## config.mk

```make
export PLATFORM = sky130hd
export DESIGN_NAME = branch_resolve_unit
export DESIGN_NICKNAME = d
export VERILOG_FILES = /design/src/rtl/branch_resolve_unit.sv
export SDC_FILE = /design/constraint.sdc
export NUM_CORES = 1
export LEC_CHECK = 0
export CAP_MARGIN = 20
export CORE_AREA = 3 3 157 159
export CTS_BUF_LIST = sky130_fd_sc_hd__clkbuf_8
export DETAILED_ROUTE_END_ITERATION = 8
export DIE_AREA = 0 0 160 162
export GPL_ROUTABILITY_DRIVEN = 0
export PLACE_DENSITY = 0.72
export SLEW_MARGIN = 40
export SYNTH_ARGS = -nofsm -noshare
export SYNTH_HDL_FRONTEND = slang
export SYNTH_SLANG_ARGS = --single-unit
```

## constraint.sdc

```tcl
create_clock -name CLK -period 9.9 [get_ports CLK]
set_clock_uncertainty 0.2 [all_clocks]
set_input_delay 1.98 -clock CLK [delete_from_list [all_inputs] [get_ports CLK]]
set_output_delay 1.98 -clock CLK [all_outputs]
set_load 0.02 [all_outputs]
```

## src/rtl/branch_resolve_unit.sv

```systemverilog
// Branch resolution unit: tracks predictions through IF/ID and ID/EX, compares
// them against the EX outcome, and issues a one-cycle flush with the corrected PC.
module branch_resolve_unit #(
  parameter int unsigned CNT_W = 16
) (
  input  logic             CLK,
  input  logic             RST,
  input  logic             pipe_en,
  input  logic             if_valid,
  input  logic [31:0]      if_pc,
  input  logic             if_pred_taken,
  input  logic [31:0]      if_pred_pc,
  input  logic             ex_branch,
  input  logic             ex_taken,
  input  logic [31:0]      ex_target,
  output logic [31:0]      update_pc,
  output logic [31:0]      branch_target,
  output logic             branch_flush,
  output logic [31:0]      redirect_pc,
  output logic [CNT_W-1:0] br_count,
  output logic [CNT_W-1:0] mp_count
);

  typedef enum logic {
    RUN   = 1'b0,
    FLUSH = 1'b1
  } state_e;

  typedef struct packed {
    logic        valid;
    logic [31:0] pc;
    logic        pred_taken;
    logic [31:0] pred_pc;
  } trk_t;

  localparam logic [CNT_W-1:0] CNT_MAX = '1;

  state_e           state_q, state_d;
  trk_t             s1_q, s1_d;
  trk_t             s2_q, s2_d;
  logic [31:0]      update_pc_q, update_pc_d;
  logic [31:0]      branch_target_q, branch_target_d;
  logic [31:0]      redirect_pc_q, redirect_pc_d;
  logic             branch_flush_q, branch_flush_d;
  logic [CNT_W-1:0] br_count_q, br_count_d;
  logic [CNT_W-1:0] mp_count_q, mp_count_d;

  logic             resolve;
  logic             mispredict;
  logic [31:0]      fix_pc;

  // Resolution looks at S2 as it stands before this cycle's advance.
  always_comb begin
    resolve    = (state_q == RUN) && pipe_en && ex_branch && s2_q.valid;
    mispredict = 1'b0;
    if (resolve) begin
      if (ex_taken != s2_q.pred_taken) begin
        mispredict = 1'b1;
      end else if (ex_taken && (ex_target != s2_q.pred_pc)) begin
        mispredict = 1'b1;
      end
    end
    fix_pc = ex_taken ? ex_target : (s2_q.pc + 32'd4);
  end

  always_comb begin
    state_d         = state_q;
    s1_d            = s1_q;
    s2_d            = s2_q;
    update_pc_d     = update_pc_q;
    branch_target_d = branch_target_q;
    redirect_pc_d   = redirect_pc_q;
    branch_flush_d  = 1'b0;
    br_count_d      = br_count_q;
    mp_count_d      = mp_count_q;

    case (state_q)
      RUN: begin
        if (pipe_en) begin
          s2_d = s1_q;
          s1_d = '{valid: if_valid, pc: if_pc, pred_taken: if_pred_taken,
                   pred_pc: if_pred_pc};
        end
        if (resolve && (br_count_q != CNT_MAX)) begin
          br_count_d = br_count_q + CNT_W'(1);
        end
        if (mispredict) begin
          if (mp_count_q != CNT_MAX) begin
            mp_count_d = mp_count_q + CNT_W'(1);
          end
          update_pc_d     = s2_q.pc;
          branch_target_d = fix_pc;
          redirect_pc_d   = fix_pc;
          branch_flush_d  = 1'b1;
          state_d         = FLUSH;
        end
      end
      FLUSH: begin
        // Wrong-path entries are squashed; all inputs are ignored this cycle.
        s1_d.valid = 1'b0;
        s2_d.valid = 1'b0;
        state_d    = RUN;
      end
      default: state_d = RUN;
    endcase
  end

  always_ff @(posedge CLK or posedge RST) begin
    if (RST) begin
      state_q         <= RUN;
      s1_q            <= '0;
      s2_q            <= '0;
      update_pc_q     <= '0;
      branch_target_q <= '0;
      redirect_pc_q   <= '0;
      branch_flush_q  <= 1'b0;
      br_count_q      <= '0;
      mp_count_q      <= '0;
    end else begin
      state_q         <= state_d;
      s1_q            <= s1_d;
      s2_q            <= s2_d;
      update_pc_q     <= update_pc_d;
      branch_target_q <= branch_target_d;
      redirect_pc_q   <= redirect_pc_d;
      branch_flush_q  <= branch_flush_d;
      br_count_q      <= br_count_d;
      mp_count_q      <= mp_count_d;
    end
  end

  assign update_pc     = update_pc_q;
  assign branch_target = branch_target_q;
  assign redirect_pc   = redirect_pc_q;
  assign branch_flush  = branch_flush_q;
  assign br_count      = br_count_q;
  assign mp_count      = mp_count_q;

endmodule

```

==> results of run 1 <==
## power breakdown
group          switching, uW  internal, uW
registers                212          1180
clock network            366           470
logic                    529           675
## cells in the final DEF, fill, tap and decap left out, types with 3 or more instances in the layout
cell type / count
or4_1: 3
xor2_1: 67
nand3_1: 26
buf_4: 4
mux2_4: 40
nor2_1: 17
and3_1: 10
nor4_1: 13
inv_1: 20
and4_1: 7
clkdlybuf4s50_1: 230
clkbuf_8: 49
o21ai_0: 26
dfrtp_1: 229
xnor2_1: 21
nand2_1: 43
nor3_1: 8
and2_1: 5
ha_1: 3
nand4_1: 16
mux2_2: 161
## worst reg2reg max path, stage by stage, from the launching register on
cell and delay, ns:
dfrtp_1 0.38, xor2_1 0.18, nor4_1 0.39, nand4_1 0.21, nor3_4 0.66, nor2_4 0.15
buf_16 0.21, buf_16 0.17, buf_4 0.32, mux2_4 0.42
## flip-flops by register name (all words and copies together) (netlist names)
name,count
branch_flush,1
br_count,16
mp_count,16
s2_q,66
redirect_pc,32
s1_q,66
update_pc,32
## cell type report
| cell class | instances | area, um^2 |
|---|---|---|
| Clock inverter | 20 | 111 |
| Clock buffer | 49 | 674 |
| Fill cell | 2017 | 9710 |
| Sequential cell | 229 | 5730 |
| Multi-Input combinational cell | 488 | 4310 |
| Timing Repair Buffer | 240 | 2430 |
| Inverter | 6 | 30.0 |
| Tap cell | 319 | 399 |
## layer usage
metal / up-vias / track usage, % / share of wire, %
met5: - / 0 / 0
met4: 0 / 4.54 / 1.5
met3: 37 / 4.92 / 7.0
met2: 226 / 31.1 / 47
met1: 3418 / 26.3 / 44
li1: 3177 / - / -
## cell usage after synthesis (2+ instances only)
cell type and instances:
o21ai_1 2, mux2i_1 2, nand4_1 16, or4_1 3
clkbuf_1 25, inv_1 6, nor2b_1 2, dfrtp_1 229
nor4_1 13, xnor2_1 21, nand2_1 43, nor2_1 18
or2_2 2, xor2_1 67, mux2_2 161, nor3_1 8
and4_1 7, ha_1 3, buf_6 5, and2_1 5
nor3b_1 2, o21ai_0 26, nand3_1 26, and3_1 10
mux2_4 40, buf_4 32, buf_2 3
## through the flow
stage          std cells  utilization, %  power, uW  worst slack (ns)  cell area [um^2]
6_report            1351            58.5       3430              4.91             13700
5_1_grt             1351            58.5       3620              4.73             13700
4_1_cts             1351            58.5       3480              4.86             13700
3_5_place_dp        1282            55.2       2620              4.30             12900
3_3_place_gp        1279            54.8       2600              4.29             12800
2_1_floorplan        789               -       2100              1.44             10500
## how the worst max path moves through the flow
stage	end	depth (start not counted)
5_1_grt	update_pc[7]	10
6_report	redirect_pc[4]	10
2_1_floorplan	br_count[0]	1
4_1_cts	update_pc[7]	10
3_5_place_dp	update_pc[7]	10
3_3_place_gp	redirect_pc[12]	8
## cells by family after synthesis
group | count (synthesis) | share of synthesized area (%)
compound gates | 32 | 1.71
flops | 229 | 54.8
fa+ha+maj | 3 | 0.359
xor+xnor | 88 | 7.37
simple gates | 162 | 8.39
mux | 203 | 23.3
buf+inv | 72 | 4.13
==> impl_metrics.toml, run 1 <==
[floorplanning]
die_y_um = 162
initial_core_util_pct = 44.7
core-area_um2 = 23400
std_cell_rows = 56
dieArea_um2 = 25900
pin_count = 232
die_w_um = 160

[routing]
vias = 6858
wl_mm = 24.6
antenna_left = 0
drc = 0
drt_pass1_iterations = 5
wl_per_cell_um = 18.2
drt-initial-drc-count = 342
viasPerCell = 5.08

[sta]
fmax_ghz = 0.200
slew_viol_final = 0
worst_hold_slack_ns = 0.296
setup_tns_ns = 0
rsz0062_at_grt = "false"
report.final.hold_viol_count = 0
slew_headroom_pct = 47.6
worst_pin_slew_ns = 0.787
final.period_utilization_pct = 50.4
period_needed_ns = 4.99
setup_viol = 0

[logic_synthesis]
synth_ff_type = "dfrtp_1"
ys_ff_latch = 229
yosysSeqAreaShare_pct = 54.8
syn_avg_cell_area_um2 = 13.3
async_flop_share_pct = 100
yosys.area.top_type = "dfrtp_1"
synth_area_um2 = 10500
synth_edf_count = 0
syn_nets = 895
yosysWarnings = 0
synth_cells = 789
synthTopCellsByArea = "dfrtp_1 (55%), mux2_2 (17%), mux2_4 (5.7%)"
yosysTopAreaCellShare_pct = 54.8
synth_cell_type_count = 39

[clock_network]
cts_buffers = 40
cts_setup_buffers = 0
cts_max_level = 2
cts-root-buf = "clkbuf_8"
cts_resized = 0
worstSkewPairLatency_ns = 0.52
cts_tree = "done"
clkSlewWorstSetupHoldPaths_ns = 0.05
clockBufferDepth = 3
cts_hold_buffers = 0
cts_sinks = 229

[place]
hpwl_mm = 17.6
io_buffers = 231

[setup_path]
r2r_cells = 9
path_common_cell = "buf_16"
worst-path-buf-inv = 4
critPathMaxFanout = 36
path_class = "in -> reg"
cp_data_required_time_ns = 10.10
startpoint_type = "primary input"
setup.worst_path.start = "ex_target[22]"
slowest_stage = "nor3_4"
r2r-start = "s2_q[22]"
cp.arrival_ns = 5.19
r2r_setup_slack_ns = 6.49
cp_cell_sequence = "clkdlybuf4s50_1 > xor2_1 > nor4_1 > nand4_1 > nor3_4 > nor2_4 > buf_16 > buf_16 > buf_4 > mux2_4"
crit_path_end_kind = "flop"
slowest_delay_ns = 0.66
cpLargestDelayFamily = "simple AND/OR/NAND/NOR gates"
rr_endpoint = "redirect_pc[4]"

[job]
cap_violations = 0

[min_path]
holdPathStages = 1
min-delay-start = "br_count[4]"
hold_class = "reg -> reg"
whs_endpoint = "br_count[4]"

[global_routing]
grtUsageTotal_pct = 19.2
grt_pass1_wl_mm = 39.7
gr-total-overflow = 0
antenna_found_initial = 0
grt_max_degree = 96
first_global_vias = 7235

[pwr]
p_leak_uw = 0.00583
peakVddDrop_mv = 0.167
power_density_nw_per_um2 = 251

[status]
outcome = "completed"

[layout]
diodes = 0
final_nets = 1111
drive_gt1_share_pct = 26.6
area_growth_pct = 30.9
Power figures use the tool's default switching activity.
==> inputs of run 2 (changes only) <==
- PLACE_DENSITY: 0.72 -> 0.74
- clock period: 9.9 -> 4.4 ns (I/O delays scaled with it)
==> run 2 against run 1 <==
Effect of this change:
- sequential cell count unchanged
- sequential power increased by 130%
- wire length increased by 0.36%
- via count decreased by 0.74%
- worst setup slack got worse by 3.4 ns
- final cell count increased by 0.44%
- critical path type unchanged
==> impl_metrics.toml, run 2 (synthesis results as in run 1) <==
[status]
outcome = "completed"

[setup_path]
slowest_stage = "clkdlybuf4s50_1"
rr_endpoint = "redirect_pc[29]"
crit_path_end_kind = "flop"
slowest_delay_ns = 0.49
cp.arrival_ns = 3.13
r2r_cells = 6
critPathMaxFanout = 14
startpoint_type = "primary input"
path_common_cell = "buf_16"
cp_cell_sequence = "clkdlybuf4s50_1 > xor2_1 > nor4_1 > nand4_1 > nor3_4 > nor2_4 > buf_16 > buf_16 > mux2_4"
cp_data_required_time_ns = 4.60
r2r-start = "s2_q[37]"
path_class = "in -> reg"
r2r_setup_slack_ns = 1.78

[routing]
drc = 0
wl_mm = 24.6
drt_pass1_iterations = 4
viasPerCell = 5.02
antenna_left = 0
drt-initial-drc-count = 296
vias = 6807
wl_per_cell_um = 18.2

[pwr]
pwr-share-comb_pct = 34.7
p_sw_uw = 2520
intPower_uw = 5320
peakVddDrop_mv = 0.334
seqPwrFrac_pct = 40.0
p_leak_uw = 0.00588
power_density_nw_per_um2 = 568
p_sw_share_pct = 32.2
clkPwrFrac_pct = 25.3

[layout]
drive_gt1_share_pct = 27.6
final_common_cell = "clkdlybuf4s50_1"
reg_top3 = "s1_q x66, s2_q x66"
area_growth_pct = 32.1
diodes = 0
fin_area_um2 = 13800
final_nets = 1116
final_cell_mix = "clkdlybuf4s50_1 (230), dfrtp_1 (229), mux2_2 (161)"
stdcell_count = 1357

[sta]
slew_viol_final = 0
worst_pin_slew_ns = 0.738
setup_tns_ns = 0
slew_headroom_pct = 50.8
period_needed_ns = 2.93
final.period_utilization_pct = 66.5
setup_viol = 0
rsz0062_at_grt = "false"
fmax_ghz = 0.342
report.final.hold_viol_count = 0

[clock_network]
cts_sinks = 229
cts_max_level = 2
worstSkewPairLatency_ns = 0.53
cts_hold_buffers = 0
cts_tree = "done"
clkSlewWorstSetupHoldPaths_ns = 0.06
cts_resized = 0
cts_setup_buffers = 0
clockBufferDepth = 3
cts-root-buf = "clkbuf_8"
cts_buffers = 41

[min_path]
hold_class = "reg -> reg"
holdPathStages = 1
min-delay-start = "br_count[4]"
whs_endpoint = "br_count[4]"

[floorplanning]
pin_count = 232
die_y_um = 162
std_cell_rows = 56
initial_core_util_pct = 44.7
dieArea_um2 = 25900
die_w_um = 160
core-area_um2 = 23400

[global_routing]
gr-total-overflow = 0
grtUsageTotal_pct = 19.2
antenna_found_initial = 1
grt_pass1_wl_mm = 39.4
grt_max_degree = 131
first_global_vias = 7232

[place]
hpwl_mm = 17.7
placed_area_um2 = 13000
io_buffers = 231
dpl.cell_count = 1286

[job]
cap_violations = 0
run 2: cell types whose count changed in the layout (fill, tap and decap cells not counted):
cell       before  now
buf_4           4    6
clkbuf_8       49   57
buf_12          1    5
clkinv_2        2    4
inv_1          20   14
inv_8           1    0
buf_6           2    0
bufinv_16       1    0
run 2: through the flow:
| stage | worst slack (ns) | utilization [%] | total power [uW] | hold slack, ns |
|---|---|---|---|---|
| global route | 1.40 | 59.1 | 8270 | 0.313 |
| detailed placement | 0.907 | 55.4 | 5910 | 0.284 |
| CTS | 1.48 | 59.1 | 7950 | 0.292 |
| floorplan | 0.326 | - | 4730 | 0.275 |
| global placement | 0.382 | 55.2 | 5860 | 0.281 |
| finish | 1.47 | 59.1 | 7850 | 0.295 |
run 2: metal layers:
| metal | share of wire (%) | wire [um] | GRT usage, % |
|---|---|---|---|
| met2 | 47 | 11500 | 30.8 |
| met4 | 1.8 | 454 | 5.29 |
| met3 | 6.7 | 1660 | 4.41 |
| met1 | 45 | 11000 | 26.4 |
| met5 | 0.057 | 14 | 0 |
run 2: power groups by stage:
stage          Sequential [uW]  Clock, uW  Combinational, uW
3_5_place_dp              3160          0               2750
3_3_place_gp              3160          0               2700
6_report                  3140       1990               2720
4_1_cts                   3140       2050               2760
5_1_grt                   3220       2150               2890
2_1_floorplan             3440          0               1290
run 2: worst max path at each step:
stage | start | end | slack, ns | cells past startpoint
CTS | ex_target[31] | redirect_pc[1] | 1.48 | 9
global route | ex_target[22] | update_pc[6] | 1.40 | 9
floorplan | RST | br_count[0] | 0.33 | 1
global placement | ex_target[27] | redirect_pc[28] | 0.38 | 8
finish | ex_target[22] | redirect_pc[1] | 1.47 | 9
detailed placement | ex_target[31] | update_pc[5] | 0.91 | 9
run 2: cell type report:
cell class / instances / area [um^2]
clock inverter: 14 / 61.3
sequential: 229 / 5730
timing repair buffer: 244 / 2510
inverter: 6 / 26.3
tap: 319 / 399
multi-input combinational: 488 / 4310
fill: 1920 / 9580
clock buffer: 57 / 785
run 2: worst max-delay path: cells and delay by family:
| kind | cells | cell delay [ns] |
|---|---|---|
| xor gates and xnor gates | 1 | 0.19 |
| and+or+nand+nor | 4 | 0.90 |
| muxes | 1 | 0.31 |
| buffers and inverters | 3 | 0.84 |
